$ cat src/rtl/pulse_indicator_pkg.sv
// Shared types and defaults for the pulse indicator driver.
// State encoding, 50 MHz timing defaults and drop counter width.
package pulse_indicator_pkg;

    typedef enum logic [1:0] {
        IDLE = 2'd0,
        ON   = 2'd1,
        GAP  = 2'd2
    } state_t;

    // 0.5 s on, 0.25 s off at a 50 MHz core clock
    localparam int DEF_ON_CYCLES  = 25000000;
    localparam int DEF_OFF_CYCLES = 12500000;

    localparam int DROP_CNT_W = 8;

endpackage

$ cat src/rtl/ind_down_timer.sv
// Loadable down-counter shared by the ON and GAP phases.
// Holds at zero; zero flag is a plain compare against 0.
module ind_down_timer #(
    parameter int TMR_W = 4
) (
    input  logic             clk,
    input  logic             rst_n,
    input  logic             load,
    input  logic [TMR_W-1:0] load_val,
    output logic             zero
);

    logic [TMR_W-1:0] cnt;

    // Load wins; otherwise count down and park at zero
    always_ff @(posedge clk or negedge rst_n) begin
        if (!rst_n) begin
            cnt <= '0;
        end else if (load) begin
            cnt <= load_val;
        end else if (cnt != '0) begin
            cnt <= cnt - 1'b1;
        end
    end

    assign zero = (cnt == '0);

endmodule

$ cat src/rtl/pulse_indicator_driver.sv
// Stretches event pulses into ON bursts with a forced OFF gap, queueing
// events that arrive mid-burst. Optional PULSE_INDICATOR_DROP_CNT_EN.
module pulse_indicator_driver
    import pulse_indicator_pkg::*;
#(
    parameter int ON_CYCLES   = DEF_ON_CYCLES,
    parameter int OFF_CYCLES  = DEF_OFF_CYCLES,
    parameter int MAX_PENDING = 7,
    parameter int TMR_W       = $clog2((ON_CYCLES > OFF_CYCLES ?
                                        ON_CYCLES : OFF_CYCLES) + 1),
    parameter int PEND_W      = $clog2(MAX_PENDING + 1)
) (
    input  logic              clk,
    input  logic              rst_n,
    input  logic              pulse_i,
    output logic              ind_o,
    output logic              busy_o,
    output logic [PEND_W-1:0] pending_o
`ifdef PULSE_INDICATOR_DROP_CNT_EN
    ,
    output logic [DROP_CNT_W-1:0] drop_cnt_o
`endif
);

    localparam logic [TMR_W-1:0]  ON_LOAD  = TMR_W'(ON_CYCLES - 1);
    localparam logic [TMR_W-1:0]  OFF_LOAD = TMR_W'(OFF_CYCLES - 1);
    localparam logic [PEND_W-1:0] PEND_MAX = PEND_W'(MAX_PENDING);

    state_t            state_q;
    state_t            state_d;
    logic              pulse_q;
    logic              ev;
    logic [PEND_W-1:0] pend_q;
    logic              tmr_load;
    logic [TMR_W-1:0]  tmr_val;
    logic              tmr_zero;
    logic              ind_d;
    logic              busy_d;
    logic              start_next;
    logic              busy_ev;
    logic              accept;

    assign ev = pulse_i & ~pulse_q;

    // A burst follows the gap if anything is queued, this cycle's event included
    assign start_next = (state_q == GAP) && tmr_zero &&
                        ((pend_q != '0) || ev);
    assign busy_ev    = ev && (state_q != IDLE);
    // A slot freed by a simultaneous burst start makes room at saturation
    assign accept     = busy_ev && ((pend_q != PEND_MAX) || start_next);

    ind_down_timer #(
        .TMR_W(TMR_W)
    ) u_timer (
        .clk     (clk),
        .rst_n   (rst_n),
        .load    (tmr_load),
        .load_val(tmr_val),
        .zero    (tmr_zero)
    );

    // State, registered outputs, edge detector and pending queue depth
    always_ff @(posedge clk or negedge rst_n) begin
        if (!rst_n) begin
            state_q <= IDLE;
            ind_o   <= 1'b0;
            busy_o  <= 1'b0;
            pulse_q <= 1'b0;
            pend_q  <= '0;
        end else begin
            state_q <= state_d;
            ind_o   <= ind_d;
            busy_o  <= busy_d;
            pulse_q <= pulse_i;
            pend_q  <= pend_q + PEND_W'(accept) - PEND_W'(start_next);
        end
    end

    // Next state from the current phase and timer expiry
    always_comb begin
        state_d = state_q;
        unique case (state_q)
            IDLE:    if (ev) state_d = ON;
            ON:      if (tmr_zero) state_d = GAP;
            GAP:     if (tmr_zero) state_d = start_next ? ON : IDLE;
            default: state_d = IDLE;
        endcase
    end

    // Timer reload on every phase entry, plus next-cycle output levels
    always_comb begin
        tmr_load = (state_d != IDLE) && (state_d != state_q);
        tmr_val  = (state_d == GAP) ? OFF_LOAD : ON_LOAD;
        ind_d    = (state_d == ON);
        busy_d   = (state_d != IDLE);
    end

    assign pending_o = pend_q;

`ifdef PULSE_INDICATOR_DROP_CNT_EN
    logic                  drop;
    logic [DROP_CNT_W-1:0] drop_q;

    assign drop = busy_ev && !accept;

    // Saturating count of events lost to a full queue
    always_ff @(posedge clk or negedge rst_n) begin
        if (!rst_n) begin
            drop_q <= '0;
        end else if (drop && (drop_q != '1)) begin
            drop_q <= drop_q + 1'b1;
        end
    end

    assign drop_cnt_o = drop_q;
`endif

endmodule

$ cat config.mk
export PLATFORM = sky130hd
export DESIGN_NAME = pulse_indicator_driver
export DESIGN_NICKNAME = d
export VERILOG_FILES = /design/src/rtl/pulse_indicator_pkg.sv /design/src/rtl/ind_down_timer.sv /design/src/rtl/pulse_indicator_driver.sv
export SDC_FILE = /design/constraint.sdc
export NUM_CORES = 1
export LEC_CHECK = 0
export CELL_PAD_IN_SITES_DETAIL_PLACEMENT = 2
export CELL_PAD_IN_SITES_GLOBAL_PLACEMENT = 2
export CORE_ASPECT_RATIO = 0.7
export CORE_MARGIN = 5
export CORE_UTILIZATION = 38
export DETAILED_ROUTE_END_ITERATION = 6
export GPL_TIMING_DRIVEN = 0
export PLACE_DENSITY = 0.88
export SLEW_MARGIN = 20
export SYNTH_ARGS = -nofsm -noshare
export SYNTH_HDL_FRONTEND = slang
export SYNTH_SLANG_ARGS = --single-unit
export TNS_END_PERCENT = 20
$ cat constraint.sdc
create_clock -name clk -period 3.6 [get_ports clk]
set_clock_uncertainty 0.2 [all_clocks]
set_input_delay 1.08 -clock clk [delete_from_list [all_inputs] [get_ports clk]]
set_output_delay 1.08 -clock clk [all_outputs]
set_load 0.005 [all_outputs]
==> results of run 1 <==
logic make-up after synthesis:
logic type                 synth area share, %
buffers and inverters                     3.11
xor gates and xnor gates                  4.73
adders and majority gates                 3.11
DFF                                       44.6
AOI/OAI and AO/OA                         12.8
and+or+nand+nor                           31.7
state kept, by name, summed over array words and instances (netlist names):
name,flops
busy_o,1
ind_o,1
pending_o,3
pulse_q,1
state_q,2
u_timer.cnt,25
layer usage:
metal / up-vias / wire, um / global-route usage [%]
li1: 761 / - / -
met1: 905 / 3080 / 30.0
met2: 39 / 3140 / 37.1
met3: 11 / 325 / 4.73
met4: 0 / 85 / 5.85
met5: - / 0 / 0
final cells by class:
class                   count  area share, %
inverters                   8           1.40
clock inverters             2          0.467
repair buffers             11           5.37
flip-flops and latches     33           38.5
clock buffers               6           3.38
multi-input cells         149           45.6
plain buffers               7           1.28
well taps                  69           4.03
critical path: cells and delay by family (launching register included):
kind / cells / cell delay [ns]
adder cells (fa/ha/maj): 4 / 1.10
AND/OR/NAND/NOR: 4 / 1.07
flip-flops: 1 / 0.41
XOR/XNOR: 2 / 0.30
buffers and inverters: 2 / 0.13
AO/OA/AOI/OAI: 1 / 0.13
cells in the mapped netlist, types with 4 or more instances:
library cell  count  area, um2
inv_1             8       30.0
or3_1             6       37.5
xnor2_1           8       70.1
a21oi_1           7       35.0
nor4_1           10       62.6
nand3_1           6       30.0
clkbuf_1          6       22.5
dfrtp_1          33        826
nor2b_1           4       25.0
o21ai_0          14       70.1
nand4_1           4       25.0
nor2_1           14       52.6
nand2_1          13       48.8
nor3_1           18       90.1
cells in the final DEF (no fill, tap or decap), drive strengths merged, types with 4 or more instances in the layout:
| master | count |
|---|---|
| dfrtp | 33 |
| a21oi | 7 |
| inv | 8 |
| nand2 | 13 |
| nor3 | 19 |
| nor2 | 14 |
| buf | 6 |
| nand4 | 4 |
| xnor2 | 8 |
| nor4 | 12 |
| nor2b | 4 |
| nand3 | 7 |
| o21ai | 14 |
| clkdlybuf4s50 | 6 |
| clkbuf | 12 |
| or3 | 7 |
worst paths after layout:
| kind | start | to | slack [ns] | cells after the start |
|---|---|---|---|---|
| min reg2reg | u_timer.cnt[0] | u_timer.cnt[0] | 0.32 | 1 |
| max in group asynchronous | rst_n | u_timer.cnt[8] | 2.21 | 2 |
| max | u_timer.cnt[1] | pending_o[2] | 0.14 | 13 |
| min | u_timer.cnt[0] | u_timer.cnt[0] | 0.32 | 1 |
| max reg2reg | u_timer.cnt[1] | pending_o[2] | 0.14 | 13 |
| min in group asynchronous | rst_n | u_timer.cnt[19] | 0.54 | 1 |
stage by stage:
step	area [um2]	hold WS [ns]	power [uW]
final	2140	0.324	1220
after global routing	2140	0.354	1300
after CTS	2120	0.325	1230
after detailed placement	2030	0.315	946
after global placement	2010	0.306	900
after floorplan	1850	0.281	786
power breakdown:
part	internal, uW	switching [uW]
clock network	134	145
logic	172	189
registers	461	123
repair_timing:
action,CTS,global route
endpoints found under the setup margin,1,1
pin swaps,1,2
hold endpoints to repair,0,0
buffers inserted,1,2
hold buffers,0,0
gates resized for setup,0,2
==> results.yml, run 1 <==
outcome:
  outcome: "completed"
logic_synthesis:
  synth.avg_cell_area_um2: 9.41
  async_flop_share_pct: 100
  ys_seq_area_share_pct: 44.6
  synth_cell_type_count: 45
  synth_flop_cell: "dfrtp_1"
  yosys_warnings: 0
  netlist_instances: 197
  netlist_area_um2: 1850
  synth_nets: 204
  synth-edff-count: 0
  yosys_register_bits: 33
timing:
  relSlewSlack_pct: 36.5
  setup_ws_ns: 0.141
  hold_violations: 0
  worst_pin_slew_ns: 0.950
  finalSetupViolations: 0
  maxSlewViolCount: 0
  fmax_mhz: 289
  post-route-period-util_pct: 96.1
  fin_crit_ns: 3.46
  tns_ns: 0
drt:
  dr_total_vias: 1716
  antenna_left: 0
  drt_iter0_drc: 100
  drc: 0
  routed_wirelength_mm: 6.63
  dr.pass1.iters: 4
  wl_per_cell_um: 23.3
  via_per_inst: 6.02
die:
  core_um2: 4760
  initial_core_util_pct: 39.0
  rows: 21
  ios: 8
  fp.dieW_um: 93.5
  chipHeight_um: 68.4
  die_area_um2: 6400
setup_path:
  crit_required_ns: 3.57
  cp-start-kind: "flip-flop"
  end_kind: "flip-flop"
  worstPathArrival_ns: 3.43
  slowest_stage: "nor4_4"
  crit_type: "flip-flop to flip-flop"
  path_cells: "inv_1 -> ha_2 -> or2b_2 -> nor4_4 -> nand3_4 -> nor2_1 -> o221ai_1 -> ha_1 -> inv_1 -> ha_1 -> fa_1 -> xor2_1 -> xnor2_1"
  crit_fanout: 5
  slowest_delay_ns: 0.43
layout:
  multi_input_area_um2: 977
  regArea_um2: 826
  final_cells: 285
  fin_util_pct: 45.1
  drive_above_1_share_pct: 13.4
  fill_cells: 527
  area_delta_synth_final_pct: 15.7
  final_net_count: 222
  diodes: 0
grt:
  antenna_found_initial: 0
  grt_pass1_wl_mm: 10.4
  grt_overflow_total: 0
  grt_max_degree: 18
  grt_use_total_pct: 22.4
  grt_pass1_vias: 1893
clocking:
  cts_max_path_buffers: 2
  tritoncts: "done"
  clk_pin_slew_worst_paths_ns: 0.07
  clock_sinks: 33
  cts_root_buf: "clkbuf_8"
  cts_buffers: 5
  htree_levels: 2
  worstSkewPairLatency_ns: 0.28
place:
  placedCellCount: 274
  post-dp-hpwl_mm: 4.61
  port_buffers: 7
  gp_congestion: 0.792
  post-place-ws_ns: -0.268
job:
  cap_violations: 0
pwr:
  p_leak_uw: 0.000816
  powerDensity_nw_per_um2: 571
  worst_ir_drop_vdd_mv: 0.324
min_path:
  hold_path.class: "flip-flop to flip-flop"
No activity file was read; power rests on OpenSTA's default activity.
==> run 2: changes to the inputs <==
- RECOVER_POWER: unset -> 25
==> run 2 against run 1 <==
Compared with the run above:
- via count is 0.93% higher
- maximum frequency hardly changed
- total power is 0.15% lower
- non-clock buffer count stayed put
- die area stayed put
- critical path depth stayed put
==> results.yml, run 2 (synthesized netlist as in run 1, its figures left out) <==
layout:
  drive_above_1_share_pct: 12.5
  top_register: "u_timer.cnt"
  largest_reg_flops: 25
  area_delta_synth_final_pct: 14.4
  regArea_um2: 826
  fin_util_pct: 44.6
  fill_cells: 532
  layout_commonest_cell: "dfrtp_1"
  final_net_count: 222
  multi_input_area_um2: 977
  diodes: 0
  final_cells: 285
  mostFrequentLayoutCells: "dfrtp_1 (33), nor3_1 (17), nor2_1 (14)"
setup_path:
  worstPathBufferInverterCount: 2
  crit_required_ns: 3.57
  r2r_start: "u_timer.cnt[1]"
  slowest_stage: "nor4_4"
  worstPathArrival_ns: 3.43
  crit_type: "flip-flop to flip-flop"
  slowest_delay_ns: 0.43
  cp-start-kind: "flip-flop"
  r2r_slack_ns: 0.14
  path_cells: "inv_1 -> ha_2 -> or2b_2 -> nor4_4 -> nand3_4 -> nor2_1 -> o221ai_1 -> ha_1 -> inv_1 -> ha_1 -> fa_1 -> xor2_1 -> xnor2_1"
  end_kind: "flip-flop"
  worst_r2r_endpoint: "pending_o[2]"
  crit_family: "adder cells"
  reg2reg_depth: 13
  crit_fanout: 5
drt:
  wl_per_cell_um: 23.4
  antenna_left: 0
  routed_wirelength_mm: 6.66
  drt_iter0_drc: 100
  via_per_inst: 6.08
  dr.pass1.iters: 4
  drc: 0
  dr_total_vias: 1732
job:
  cap_violations: 0
min_path:
  hold_start: "u_timer.cnt[0]"
  holdPathEnd: "u_timer.cnt[0]"
  hold_path.class: "flip-flop to flip-flop"
  worstHoldPathCells: 1
timing:
  fmax_mhz: 289
  relSlewSlack_pct: 31.4
  finalSetupViolations: 0
  fin_crit_ns: 3.46
  worst_pin_slew_ns: 1.03
  post-route-period-util_pct: 96.1
  hold_violations: 0
  maxSlewViolCount: 0
grt:
  grt_pass1_wl_mm: 10.4
  grt_overflow_total: 0
  grt_use_total_pct: 22.4
  grt_pass1_vias: 1893
  grt_max_degree: 18
  antenna_found_initial: 0
place:
  gp_congestion: 0.792
  port_buffers: 7
  post-dp-hpwl_mm: 4.61
  placedCellCount: 274
die:
  rows: 21
  ios: 8
  die_area_um2: 6400
  fp.dieW_um: 93.5
  chipHeight_um: 68.4
  initial_core_util_pct: 39.0
  core_um2: 4760
outcome:
  outcome: "completed"
pwr:
  powerDensity_nw_per_um2: 577
  worst_ir_drop_vdd_mv: 0.324
  p_leak_uw: 0.000802
clocking:
  cts_max_path_buffers: 2
  worstSkewPairLatency_ns: 0.29
  hold_buffers: 0
  cts_root_buf: "clkbuf_8"
  tritoncts: "done"
  htree_levels: 2
  clock_sinks: 33
  clk_pin_slew_worst_paths_ns: 0.07
  cts_buffers: 5
==> run 2: cell types whose count changed in the layout (fill, tap and decap cells not counted), sizes merged <==
cell and change:
buf -2, clkbuf +2
==> run 2: worst max path at each step <==
stage | slack (ns) | cells after the start | end | start
final | 0.14 | 13 | pending_o[2] | u_timer.cnt[1]
after global routing | -0.006 | 13 | pending_o[2] | u_timer.cnt[0]
after CTS | 0.03 | 10 | pending_o[2] | pulse_i
after detailed placement | -0.27 | 10 | pending_o[2] | pulse_i
after global placement | -0.13 | 10 | pending_o[2] | pulse_i
after floorplan | 0.43 | 11 | pending_o[2] | u_timer.cnt[5]
==> run 2: power by group <==
part | internal, uW | switching (uW) | leakage, uW | total (uW)
clock | 134 | 147 | 0.0000450 | 281
combinational | 169 | 188 | 0.000373 | 357
sequential | 460 | 124 | 0.000384 | 584
==> run 2: stage by stage <==
step / total power, uW / worst slack (ns) / TNS [ns] / hold slack (ns) / instance area (um2)
finish: 1220 / 0.141 / 0 / 0.324 / 2120
global route: 1300 / -0.00559 / -0.00559 / 0.354 / 2120
CTS: 1230 / 0.0268 / 0 / 0.325 / 2120
detailed placement: 946 / -0.268 / -0.468 / 0.315 / 2030
global placement: 900 / -0.133 / -0.133 / 0.306 / 2010
floorplan: 786 / 0.433 / 0 / 0.281 / 1850
==> run 2: area by class of cell <==
| cell class | instances | area share (%) |
|---|---|---|
| Buffer | 7 | 1.30 |
| Clock buffer | 6 | 3.42 |
| Clock inverter | 2 | 0.472 |
| Inverter | 8 | 1.42 |
| Multi-Input combinational cell | 149 | 46.1 |
| Sequential cell | 33 | 39.0 |
| Tap cell | 69 | 4.07 |
| Timing Repair Buffer | 11 | 4.25 |
==> run 2: worst register-to-register path, stage by stage, from the launching register on <==
cell and delay (ns):
dfrtp_1 0.41, inv_1 0.09, ha_2 0.20, or2b_2 0.35, nor4_4 0.43, nand3_4 0.16, nor2_1 0.14, o221ai_1 0.13
ha_1 0.30, inv_1 0.04, ha_1 0.19, fa_1 0.41, xor2_1 0.17, xnor2_1 0.13
==> run 2: metal layers <==
metal | vias up | global-route usage, % | wire [um]
met2 | 43 | 37.1 | 3160
met3 | 13 | 4.73 | 333
met5 | - | 0 | 0
met4 | 0 | 5.85 | 96
met1 | 917 | 30.0 | 3070
li1 | 759 | - | -
==> run 2: timing repair <==
item,CTS,global route
setup buffers,1,2
pin swaps,1,2
setup endpoints to repair,1,1
gates resized for setup,0,2
==> run 3: changes to the inputs <==
- CORE_MARGIN: 5 -> 10
==> run 3 against run 2 <==
Compared with the run above:
- die area is 27% higher
- critical path depth down 3
- flip-flop and latch count did not move
- via count fell by 3.0%
- register-to-register slack gained 0.05 ns
- count of clock-buffer cells in the layout is 1 lower
- wire length is 1.7% lower
- combinational power up 3%
- sequential power up 0.7%
- critical path type is now input port to flip-flop
- critical endpoint unchanged
- largest cell class unchanged
- largest power group unchanged
==> results.yml, run 3 (synthesized netlist as in run 1, its figures left out) <==
job:
  cap_violations: 0
outcome:
  outcome: "completed"
drt:
  dr_total_vias: 1680
  drt_iter0_drc: 47
  antenna_left: 0
  via_per_inst: 5.89
  routed_wirelength_mm: 6.55
  dr.pass1.iters: 5
  drc: 0
  wl_per_cell_um: 23.0
timing:
  fmax_mhz: 290
  maxSlewViolCount: 0
  finalSetupViolations: 0
  hold_violations: 0
  hold_slack_ns: 0.342
  fin_crit_ns: 3.45
  post-route-period-util_pct: 95.7
  relSlewSlack_pct: 33.2
  worst_pin_slew_ns: 1.00
grt:
  met1_usage_pct: 22.9
  met3_usage_pct: 4.11
  grt_use_total_pct: 16.9
  grt_overflow_total: 0
  grt_pass1_wl_mm: 10.5
  grt_max_degree: 18
  grt_pass1_vias: 1870
  antenna_found_initial: 0
  grt_use_met2_pct: 26.0
  grt-busiest-layer: "met2"
setup_path:
  end_kind: "flip-flop"
  r2r_slack_ns: 0.19
  worstPathBufferInverterCount: 2
  reg2reg_depth: 14
  cp-start-kind: "input port"
  crit_path_frequent_cell: "ha_1"
  slowest_delay_ns: 0.46
  crit_required_ns: 3.57
  crit_fanout: 5
  crit_type: "input port to flip-flop"
  worstPathArrival_ns: 3.42
  crit_family: "adder cells"
  slowest_stage: "clkdlybuf4s50_1"
  path_cells: "clkdlybuf4s50_1 -> nor2b_1 -> o21ai_1 -> nor2_1 -> ha_1 -> inv_1 -> ha_1 -> fa_1 -> xor2_2 -> xnor2_1"
  worst_r2r_endpoint: "pending_o[2]"
  path_depth: 10
  r2r_start: "u_timer.cnt[0]"
layout:
  area_delta_synth_final_pct: 15.1
  layout_commonest_cell: "dfrtp_1"
  final_net_count: 224
  multi_input_area_um2: 985
  regArea_um2: 826
  largest_reg_flops: 25
  fill_cells: 498
  diodes: 0
  mostFrequentLayoutCells: "dfrtp_1 (33), nor3_1 (17), nand2_1 (13), nor2_1 (13), o21ai_0 (13)"
  final_cells: 285
  drive_above_1_share_pct: 13.4
  top_register: "u_timer.cnt"
clocking:
  cts_max_path_buffers: 2
  clk_pin_slew_worst_paths_ns: 0.07
  worstSkewPairLatency_ns: 0.29
  tritoncts: "done"
  cts_root_buf: "clkbuf_8"
  cts_buffers: 5
  clock_sinks: 33
  hold_buffers: 0
  htree_levels: 2
die:
  fp.dieW_um: 103
  ios: 8
  chipHeight_um: 78.4
  die_area_um2: 8110
  rows: 21
  core_um2: 4760
  initial_core_util_pct: 39.0
place:
  port_buffers: 7
  post-dp-hpwl_mm: 4.66
  gp_congestion: 0.775
  placedCellCount: 274
pwr:
  p_leak_uw: 0.000809
  powerDensity_nw_per_um2: 572
  worst_ir_drop_vdd_mv: 0.262
  p_total_uw: 1220
min_path:
  hold_path.class: "flip-flop to flip-flop"
  worstHoldPathCells: 1
  hold_start: "u_timer.cnt[0]"
  holdPathEnd: "u_timer.cnt[0]"
run 3: per-stage QoR:
step | setup slack [ns] | utilization [%] | area, um2 | TNS (ns)
6_report | 0.154 | 44.9 | 2130 | 0
5_1_grt | -0.0205 | 44.9 | 2130 | -0.0205
4_1_cts | 0.000218 | 44.3 | 2110 | 0
3_5_place_dp | -0.267 | 42.7 | 2030 | -0.280
3_3_place_gp | -0.136 | 42.3 | 2010 | -0.136
2_1_floorplan | 0.433 | - | 1850 | 0
run 3: power breakdown:
part	internal [uW]	total, uW	switching, uW
Combinational	173	366	194
Clock	127	266	139
Sequential	461	588	127
run 3: final cells by class:
class                      instances  area share (%)
sequential                        33            38.7
tap                               69            4.05
inverter                           8            1.41
clock inverter                     1           0.235
clock buffer                       5            3.23
multi-input combinational        149            46.2
buffer                             7            1.29
timing repair buffer              13            4.93
run 3: repair_timing:
| action | CTS | global route |
|---|---|---|
| setup endpoints to repair | 0 | 1 |
| buffers inserted | 0 | 5 |
| resized for setup | 0 | 3 |
run 3: how the worst max path moves through the flow:
stage / start / to / slack [ns]
5_1_grt: u_timer.cnt[0] / pending_o[2] / -0.02
2_1_floorplan: u_timer.cnt[5] / pending_o[2] / 0.43
6_report: pulse_i / pending_o[2] / 0.15
4_1_cts: u_timer.cnt[0] / pending_o[2] / 0.0002
3_3_place_gp: pulse_i / pending_o[2] / -0.14
3_5_place_dp: pulse_i / pending_o[2] / -0.27
run 3: per-layer routing:
layer	share of wire (%)	vias to the layer above
met1	48	880
met3	3.2	12
met5	0	-
met4	1.6	0
met2	47	24
li1	-	764
